`src/rtl/host_write_engine.sv`:
```
// Host-memory write engine: turns AFU result lines into c1 cache-line write requests
// relative to a captured host buffer base, and tracks write responses so the AFU can flush.
module host_write_engine #(
  parameter int MAX_OUTSTANDING = 64,
  parameter int CNT_W           = $clog2(MAX_OUTSTANDING) + 1
) (
  input  logic               clk,
  input  logic               rst_n,
  input  logic               i_buf_addr_valid,
  input  logic [41:0]        i_buf_addr,
  input  logic               i_wr_valid,
  output logic               o_wr_ready,
  input  logic [15:0]        i_wr_offset,
  input  logic [511:0]       i_wr_data,
  input  logic               i_flush,
  output logic               o_flush_done,
  input  logic               i_c1_almfull,
  output logic               o_c1_req_valid,
  output logic [41:0]        o_c1_req_addr,
  output logic [511:0]       o_c1_req_data,
  output logic [15:0]        o_c1_req_mdata,
  input  logic               i_c1_rsp_valid,
  output logic [CNT_W-1:0]   o_outstanding,
  output logic               o_error
);

  typedef enum logic [1:0] {
    WAIT_BUF = 2'd0,
    ACCEPT   = 2'd1,
    DRAIN    = 2'd2
  } state_t;

  state_t             r_state;
  logic [41:0]        r_base;
  logic [15:0]        r_tag;
  logic               r_req_valid;
  logic [41:0]        r_req_addr;
  logic [511:0]       r_req_data;
  logic [15:0]        r_req_mdata;
  logic [CNT_W-1:0]   r_outstanding;
  logic               r_error;

  logic [CNT_W:0]     w_credit_sum;
  logic               w_ready;
  logic               w_handshake;
  logic               w_drained;

  // A registered request counts against the credit limit before it reaches the counter.
  assign w_credit_sum = {1'b0, r_outstanding} + (CNT_W+1)'(r_req_valid);
  assign w_ready      = (r_state == ACCEPT) && !i_c1_almfull &&
                        (w_credit_sum < (CNT_W+1)'(MAX_OUTSTANDING));
  assign w_handshake  = i_wr_valid && w_ready;
  assign w_drained    = (r_state == DRAIN) && (r_outstanding == '0) && !r_req_valid;

  always_ff @(posedge clk or negedge rst_n) begin
    if (!rst_n) begin
      r_state       <= WAIT_BUF;
      r_base        <= '0;
      r_tag         <= '0;
      r_req_valid   <= 1'b0;
      r_req_addr    <= '0;
      r_req_data    <= '0;
      r_req_mdata   <= '0;
      r_outstanding <= '0;
      r_error       <= 1'b0;
    end else begin
      r_req_valid <= w_handshake;
      if (w_handshake) begin
        r_req_addr  <= r_base + 42'(i_wr_offset);
        r_req_data  <= i_wr_data;
        r_req_mdata <= r_tag;
        r_tag       <= r_tag + 16'd1;
      end

      // Issue and response in the same cycle cancel; a stray response flags an error.
      case ({r_req_valid, i_c1_rsp_valid})
        2'b10: r_outstanding <= r_outstanding + 1'b1;
        2'b01: begin
          if (r_outstanding == '0) r_error <= 1'b1;
          else                     r_outstanding <= r_outstanding - 1'b1;
        end
        default: ;
      endcase

      case (r_state)
        WAIT_BUF: begin
          if (i_buf_addr_valid) begin
            r_base  <= i_buf_addr;
            r_state <= ACCEPT;
          end
        end
        ACCEPT: begin
          if (i_flush) r_state <= DRAIN;
        end
        DRAIN: begin
          if (w_drained) r_state <= ACCEPT;
        end
        default: r_state <= WAIT_BUF;
      endcase
    end
  end

  assign o_wr_ready     = w_ready;
  assign o_flush_done   = w_drained;
  assign o_c1_req_valid = r_req_valid;
  assign o_c1_req_addr  = r_req_addr;
  assign o_c1_req_data  = r_req_data;
  assign o_c1_req_mdata = r_req_mdata;
  assign o_outstanding  = r_outstanding;
  assign o_error        = r_error;

endmodule

```
`config.mk`:
```
export PLATFORM = sky130hd
export DESIGN_NAME = host_write_engine
export DESIGN_NICKNAME = d
export VERILOG_FILES = /design/src/rtl/host_write_engine.sv
export SDC_FILE = /design/constraint.sdc
export NUM_CORES = 1
export LEC_CHECK = 0
export CAP_MARGIN = 20
export CORE_AREA = 2 2 452 454
export CTS_BUF_LIST = sky130_fd_sc_hd__clkbuf_2 sky130_fd_sc_hd__clkbuf_4 sky130_fd_sc_hd__clkbuf_8
export CTS_CLUSTER_DIAMETER = 60
export DETAILED_ROUTE_END_ITERATION = 6
export DIE_AREA = 0 0 454 456
export HOLD_SLACK_MARGIN = 0.15
export SLEW_MARGIN = 20
export SYNTH_ARGS = -nofsm -noshare
export SYNTH_HDL_FRONTEND = slang
export SYNTH_SLANG_ARGS = --single-unit
```
`constraint.sdc`:
```
create_clock -name clk -period 2.4 [get_ports clk]
set_input_delay 0.36 -clock clk [delete_from_list [all_inputs] [get_ports clk]]
set_output_delay 0.36 -clock clk [all_outputs]
set_load 0.03 [all_outputs]
```
== Yosys cells after proc, flatten, opt, wreduce, memory -nomap -nowiden ==
Cells that the tools add are included.
Storage, ports and cells
  bits of input ports: 577
  register bits: 639
  logic and storage cells: 43
  output and inout bits: 581
Operators by class
  equal/unequal tests: 8
  add/subtract/negate cells: 5
  multiplexer cells: 6
  reduce and logical (&&, ||, !) cells: 14
  magnitude comparators: 1
Operators with widths (number)
  $add A42 B16 Y42: 1
  $add A16 B1 Y16 const B: 1
  $pmux W7 S2: 1
  $add A7 B1 Y8: 1
  $lt A8 B7 Y1 const B: 1
  $ne A2 B2 Y1 const B: 4
  $add A7 B1 Y7 const B: 1
  $logic_not A7 Y1: 1
  $mux W7: 1
  $sub A7 B1 Y7 const B: 1
  $mux W2: 3
  $pmux W2 S3: 1
  $reduce_and A2 Y1: 3
  $logic_and A1 B1 Y1: 5
  $eq A2 B1 Y1 const B: 2
  $eq A2 B2 Y1 const B: 2
  $reduce_and A3 Y1: 1
  $logic_not A1 Y1: 2
  $logic_not A2 Y1: 1
  $reduce_bool A2 Y1: 1

== Longest topological paths before layout ==
Gate-level depths: netlist of the first run.
  depth in word-level cells: 5
  gate-level depth with buffers: 10
  gate-level depth less buffers: 10

== Least setup slack after synthesis of the first run ==
No wires, ideal clock.
  kind: input-to-reg
  from: in i_wr_offset[0]
  to: reg r_req_addr[34], in the netlist o_c1_req_addr[34]
  library setup time: 0.077 ns
  setup slack: 0.021 ns
  buffers on the path: 0
  data required time: 2.323 ns
  stages on the path: 10
  arrival: 2.302 ns
  cell sequence: ha_1 inv_1 fa_1 nand2b_1 a211oi_2 o211ai_2 a211oi_4 o2111ai_1 xor2_1 o21ai_1
On the way
  word-level cells in the longest chain between the ends: 1
Ends and longest elaborated chain
  from (decl): line 13  | input logic [15:0] i_wr_offset,
  $add A42 B16 Y42: line 69  | r_req_addr <= r_base + 42'(i_wr_offset);
  to (signal assigned): line 69
  to (decl): line 37  | logic [41:0] r_req_addr;
Every way passes these cells.
A chain may end at the register's enable or synchronous reset.

== Final worst setup path of the first run ==
  from: reg r_base[0]
  to: reg r_req_addr[38], in the netlist o_c1_req_addr[38]
On the way
  word-level cells in the longest chain between the ends: 1
Ends and longest elaborated chain
  from (decl): line 34  | logic [41:0] r_base;
  from (signal assigned): line 88  | r_base <= i_buf_addr;
  $add A42 B16 Y42: line 69
Every way passes these cells.

==> results of run 1 <==
sequential cells by signal, indices dropped and copies added (netlist names):
| name | cells |
|---|---|
| o_c1_req_data | 512 |
| r_tag | 16 |
| o_c1_req_valid | 1 |
| r_state | 2 |
| o_outstanding | 7 |
| o_c1_req_mdata | 16 |
| o_error | 1 |
| o_c1_req_addr | 42 |
| r_base | 42 |
Yosys cell counts, drive strengths merged, types with 2 or more instances:
library cell  instances
a211oi                5
a21boi                2
a21o                 11
a21oi                21
a221oi                2
a31oi                 2
and2                  4
and3                  9
and4                  3
buf                  57
clkbuf               83
dfrtp               639
fa                    2
ha                   22
inv                  14
mux2                 39
nand2              1658
nand2b                5
nand3                15
nand4                 7
nor2                 17
nor2b                 3
nor3                 10
nor3b                 3
nor4                  3
o2111ai               3
o211ai                9
o21a                  5
o21ai                58
o21bai                5
o31ai                 2
xnor2                38
xor2                 23
worst min-delay path, stage by stage:
cell and delay, ns:
dlygate4sd3_1 0.57, buf_8 0.36, buf_12 0.23
worst min path at each step:
stage	end	cells after the start	from	slack, ns
2_1_floorplan	o_c1_req_addr[0]$_DFFE_PN0P_	0	rst_n	0.06
3_3_place_gp	o_c1_req_data[376]$_DFFE_PN0P_	1	rst_n	0.35
3_5_place_dp	o_c1_req_data[376]$_DFFE_PN0P_	1	rst_n	0.35
4_1_cts	r_base[24]$_DFFE_PN0P_	2	i_buf_addr[24]	0.16
5_1_grt	r_base[24]$_DFFE_PN0P_	2	i_buf_addr[24]	0.20
6_report	r_base[21]$_DFFE_PN0P_	3	rst_n	0.32
layout make-up:
cell class | instances | share of cell area [%]
diodes | 26 | 0.1309
clock buffers | 191 | 4.912
clock inverters | 37 | 0.7755
inverters | 14 | 0.1209
multi-input cells | 1995 | 18.49
flip-flops and latches | 639 | 32.19
well taps | 2672 | 6.728
repair buffers | 1897 | 36.66
repair_timing:
action,CTS,global route
endpoints found under the setup margin,547,29
resized for setup,581,35
endpoints found under the hold margin,1194,0
buffers inserted,7,5
hold buffers,556,0
pin swaps,14,28
per-stage QoR:
| stage | hold WS, ns | power [mW] | worst slack, ns | setup TNS [ns] |
|---|---|---|---|---|
| floorplan | 0.06441 | 33.73 | 0.02134 | 0 |
| global placement | 0.3474 | 50.84 | -0.8668 | -18.79 |
| detailed placement | 0.3484 | 51.10 | -0.8236 | -23.09 |
| CTS | 0.1621 | 62.40 | -0.2594 | -1.248 |
| global route | 0.2030 | 65.40 | -0.2613 | -2.685 |
| finish | 0.3162 | 61.65 | -0.2072 | -1.734 |
kinds of logic after synthesis:
family	Yosys count	synth area share (%)
xor+xnor	61	2.090
simple gates	1741	26.37
mux	40	1.757
flops	639	62.56
fa+ha+maj	24	1.234
compound gates	129	3.373
buf+inv	154	2.619
per-layer routing:
| layer | vias to the layer above | track usage (%) |
|---|---|---|
| li1 | 12500 | - |
| met3 | 317 | 5.813 |
| met5 | - | 0 |
| met4 | 6 | 7.084 |
| met1 | 13255 | 16.66 |
| met2 | 1087 | 26.05 |
power by group through the flow:
stage	registers, mW	clock network, mW	logic, mW
2_1_floorplan	27.3	0	6.39
3_3_place_gp	18.8	0	32.0
3_5_place_dp	19.0	0	32.1
4_1_cts	18.8	13.2	30.5
5_1_grt	19.4	13.6	32.4
6_report	18.8	12.6	30.2
==> flow_summary.yaml, run 1 <==
finish:
  fin_nets: 5282
  layout_common_cells: "nand2_1 (1656), dfrtp_1 (636), clkdlybuf4s50_1 (608), dlygate4sd3_1 (555), dlygate4sd2_1 (511)"
  fin_util_pct: 24.64
  area_delta_synth_final_pct: 94.40
  finalInstanceArea_um2: 49690
  multi_input_area_um2: 9188
  final_common_cell: "nand2_1"
  seq_area_um2: 15990
  fin_cells: 7471
  n_fill_cell: 21488
  drive_gt1_share_pct: 11.33
placed_design:
  place_congestion: 0.9604
  dp_cells: 6653
  portBuffers: 1157
  place_area_um2: 41500
  dp_hpwl_um: 128400
power_and_ir_drop:
  combinationalPowerShare_pct: 49.0
  ir_drop_v: 0.0006133
  p_sw_mw: 28.78
  pwr-share-seq_pct: 30.6
  p_int_mw: 32.88
  powerDensity_nw_per_um2: 1241
  power_frac_clock_pct: 20.4
  p_sw_share_pct: 46.67
  p_leak_nw: 24.40
setup_path:
  worst-path-max-fanout: 8
  reg2reg_to: "o_c1_req_addr[38]$_DFFE_PN0P_"
  crit_slowest_cell: "dfrtp_1"
  crit_cells: 12
  reg2regPathDepth: 12
  critPathKind: "flop to flop"
  cp-endpoint: "o_c1_req_addr[38]$_DFFE_PN0P_"
  end_kind: "flop"
  regToRegSetupSlack_ns: -0.21
  worst_path_largest_cell_delay_ns: 0.36
  worstReg2RegStart: "r_base[0]$_DFFE_PN0P_"
  crit_buf_inv: 3
  start_kind: "flop"
  worstSetupStartpoint: "r_base[0]$_DFFE_PN0P_"
  critical_path_arrival_ns: 3.37
  crit_chain: "ha_2 -> inv_2 -> fa_2 -> nand2b_4 -> a211oi_2 -> buf_4 -> o211ai_4 -> a211oi_4 -> buf_12 -> o2111ai_4 -> xor2_1 -> o21ai_1"
  cp.required_ns: 3.16
  path_delay_family: "compound AO/OA/AOI/OAI gates"
route:
  route.met2.wl_um: 79980
  dr.first_iter.drc_count: 1940
  drt.antenna.violating_nets: 0
  m1WireLength_um: 59980
  drt_pass1_iterations: 6
  wirelength_um: 162000
  route.vias.total: 27165
  via_per_inst: 3.636
  wire_per_inst_um: 21.69
  top_layer_used: "met5"
  drc: 0
  dr_wl_met3_um: 14540
clocking:
  root_buffer: "clkbuf_8"
  clock_sinks: 639
  clk_path_buf_depth: 3
  clock_latency_ns: 0.88
  htreeDepth: 4
  cts_tree: "yes"
  cts.clk_slew.worst_paths_ns: 0.06
  cts_buffers: 134
floorplanning:
  core_um2: 201700
  die_w_um: 454
  fp-row-count: 165
  dieArea_um2: 207000
  io_pins: 1158
  fp.dieH_um: 456
  initial_core_util_pct: 12.67
global_routing:
  grt_max_degree: 95
  grt_use_total_pct: 15.29
  grt_pass1_vias: 28551
  grt-ovfl-total: 0
  grt_pass1_wl_um: 222700
  antenna_found_initial: 57
logic_synthesis:
  ys_ff_latch: 639
  yosysTopAreaCell: "dfrtp_1"
  synth_top_area_share_pct: 62.56
  netlist_top_cells_area: "dfrtp_1 (63%), nand2_1 (24%), mux2_2 (1.7%)"
  mappedNetlistNets: 3389
  syn_area_um2: 25560
  syn_avg_cell_area_um2: 9.168
  async_flop_share_pct: 100.0
  synth_edf_count: 0
  yosysWarnings: 0
  syn_inst: 2788
  synth-seq-area-share_pct: 62.56
  synth_flop_cell: "dfrtp_1"
  yosysUniqueCellTypes: 58
sta:
  rsz0062_at_grt: "true"
  max_freq_mhz: 383.6
  hold_violations: 0
  tightest_slew_ns: 1.157
  relSlewSlack_pct: 22.60
  finClkSkew_ns: 0.05594
  period_share_pct: 108.6
  slew_viol_final: 0
  fin_ws_ns: -0.2072
  setup_viol: 14
  min_period_ns: 2.607
min_path:
  worstHoldPathType: "input port to async pin"
outcome:
  violations: "negative setup slack"
  status: "finished, violations left"
job:
  drv_cap: 0
(Power assumes the default switching activity.)
==> run 2, diff against run 1 <==
ABC_AREA = 0   (was not set)
==> results of run 2 <==
The final DEF is identical to that of run 1; final timing and power are the same.
==> run 3, diff against run 2 <==
CORE_AREA = 2 2 457 459   (was 2 2 452 454)
DIE_AREA = 0 0 459 461   (was 0 0 454 456)
PLACE_DENSITY = 0.3   (was not set)
clock period = 2.9 ns   (was 2.4 ns; I/O delays follow)
==> run 3 against run 2 <==
Effect of this change:
- the run now ends clean
- non-clock buffer count fell by 48
- largest power group unchanged
- worst hold slack got worse by 0.048 ns
- sequential share of layout area fell by 0.25 points
- via count fell by 4.9%
- die area rose by 2.2%
- sequential power fell by 16%
- sequential cell count did not move
- critical path type is now input port to flop
==> flow_summary.yaml, run 3 (synthesized netlist as in run 1, its figures left out) <==
clocking:
  clock_sinks: 639
  post-cts-setup-buffer-count: 0
  htreeDepth: 4
  clock_latency_ns: 0.89
  cts.clk_slew.worst_paths_ns: 0.06
  cts_tree: "yes"
  clk_path_buf_depth: 3
  cts_buffers: 144
  root_buffer: "clkbuf_8"
setup_path:
  critPathKind: "input port to flop"
  end_kind: "flop"
  regToRegSetupSlack_ns: 0.34
  reg2reg_to: "o_c1_req_addr[34]$_DFFE_PN0P_"
  start_kind: "input port"
  worst-path-max-fanout: 8
  reg2regPathDepth: 12
  critical_path_arrival_ns: 3.55
  cp.required_ns: 3.63
  worstReg2RegStart: "r_base[0]$_DFFE_PN0P_"
route:
  route.vias.total: 25827
  drt.antenna.violating_nets: 0
  dr.first_iter.drc_count: 997
  via_per_inst: 3.457
  drt_pass1_iterations: 4
  drc: 0
  wirelength_um: 151400
  wire_per_inst_um: 20.26
finish:
  n_fill_cell: 22573
  final_common_cell: "nand2_1"
  layout_common_cells: "nand2_1 (1656), clkdlybuf4s50_1 (1154), dfrtp_1 (639), dlygate4sd3_1 (547), clkbuf_8 (171)"
  multi_input_area_um2: 8945
  finalInstanceArea_um2: 50070
  fin_util_pct: 24.25
  seq_area_um2: 15990
  drive_gt1_share_pct: 10.01
  area_delta_synth_final_pct: 95.88
  fin_nets: 5244
  largest_reg_flops: 512
power_and_ir_drop:
  p_sw_mw: 22.94
  combinationalPowerShare_pct: 49.0
  p_sw_share_pct: 43.40
  powerDensity_nw_per_um2: 1056
  finalPower_mw: 52.86
  p_int_mw: 29.92
  power_frac_clock_pct: 21.3
  pwr-share-seq_pct: 29.6
  ir_drop_v: 0.0004402
  p_leak_nw: 22.86
outcome:
  status: "finished, final reports clean"
min_path:
  min-delay-start: "i_wr_data[89]"
  worstHoldPathType: "input port to flop"
  min_to: "o_c1_req_data[89]$_DFFE_PN0P_"
  hold_depth: 3
sta:
  max_freq_mhz: 355.1
  slew_viol_final: 0
  rsz0062_at_grt: "false"
  timing.hold.ws_ns: 0.2681
  finClkSkew_ns: 0.03268
  hold_violations: 0
  relSlewSlack_pct: 43.80
  tightest_slew_ns: 0.8430
  period_share_pct: 97.10
  setup_viol: 0
  min_period_ns: 2.816
  fin_ws_ns: 0.08413
floorplanning:
  io_pins: 1158
  dieArea_um2: 211600
  fp-row-count: 167
  fp.dieH_um: 461
  core_um2: 206400
  initial_core_util_pct: 12.38
  die_w_um: 459
placed_design:
  place_ws_ns: -0.4332
  place_area_um2: 41420
  dp_hpwl_um: 117300
  portBuffers: 1157
  place_congestion: 0.7774
global_routing:
  grt_use_total_pct: 13.91
  grt_pass1_vias: 27756
  grt-ovfl-total: 0
  grt_pass1_wl_um: 210700
  antenna_found_initial: 41
  grt_max_degree: 127
job:
  drv_cap: 0
## run 3: cell count changes in the layout (fill, tap and decap cells not counted), moves of 10 or more
cell	change
clkinv_2	-14
clkdlybuf4s50_1	+546
clkbuf_4	+39
clkbuf_8	+10
diode_2	-12
buf_4	-58
dlygate4sd2_1	-511
clkdlybuf4s15_2	-11
## run 3: layer usage
layer,vias up,routed length [µm],track usage [%]
met2,909,73940,23.93
met1,12213,59690,15.57
met3,242,13940,6.036
met4,42,3540,3.796
met5,-,249,0
li1,12421,-,-
## run 3: final cells by class
type                    instances  area share (%)
flip-flops and latches        639           31.94
inverters                      14          0.1200
repair buffers               1849           37.07
clock inverters                17          0.4498
diodes                         14         0.06997
multi-input cells            1995           17.87
clock buffers                 240           5.735
well taps                    2704           6.757
## run 3: through the flow
stage / instances / setup TNS (ns)
final: 7472 / 0
after global routing: 7468 / 0
after CTS: 7458 / 0
after detailed placement: 6653 / -5.281
after global placement: 6653 / -5.196
after floorplan: 2788 / 0
## run 3: how the worst max path moves through the flow
stage / slack [ns] / endpoint / start
CTS: 0.004 / o_wr_ready / o_outstanding[6]$_DFFE_PN0P_
global route: 0.002 / o_wr_ready / r_state[1]$_DFFE_PN0P_
detailed placement: -0.43 / o_c1_req_addr[34]$_DFFE_PN0P_ / i_wr_offset[0]
global placement: -0.45 / o_c1_req_addr[38]$_DFFE_PN0P_ / i_wr_offset[0]
finish: 0.08 / o_c1_req_addr[34]$_DFFE_PN0P_ / i_wr_offset[0]
floorplan: 0.45 / o_c1_req_addr[34]$_DFFE_PN0P_ / i_wr_offset[0]
## run 3: worst max-delay path, stage by stage
cell and delay, ns:
dlygate4sd3_1 0.54, clkdlybuf4s50_1 0.49, ha_2 0.21, inv_1 0.06, fa_2 0.35, nand2b_4 0.15
a211oi_2 0.17, buf_4 0.16, o211ai_2 0.15, a211oi_4 0.28, buf_12 0.16, o2111ai_1 0.12
xor2_1 0.19, o21ai_1 0.07
## run 3: timing repair
item / 4_1_cts / 5_1_grt
hold endpoints to repair: 1186 / 0
pin swaps: 0 / 2
gates resized for setup: 9 / 4
hold buffers: 548 / 0
setup endpoints to repair: 2 / 12
## run 3: power by group through the flow
stage	registers, mW	clock network, mW	logic [mW]
after global placement	15.8	0	25.8
after detailed placement	15.8	0	25.7
after global routing	16.2	12.2	27.7
final	15.7	11.3	25.9
after floorplan	22.6	0	5.29
after CTS	15.7	11.9	26.5
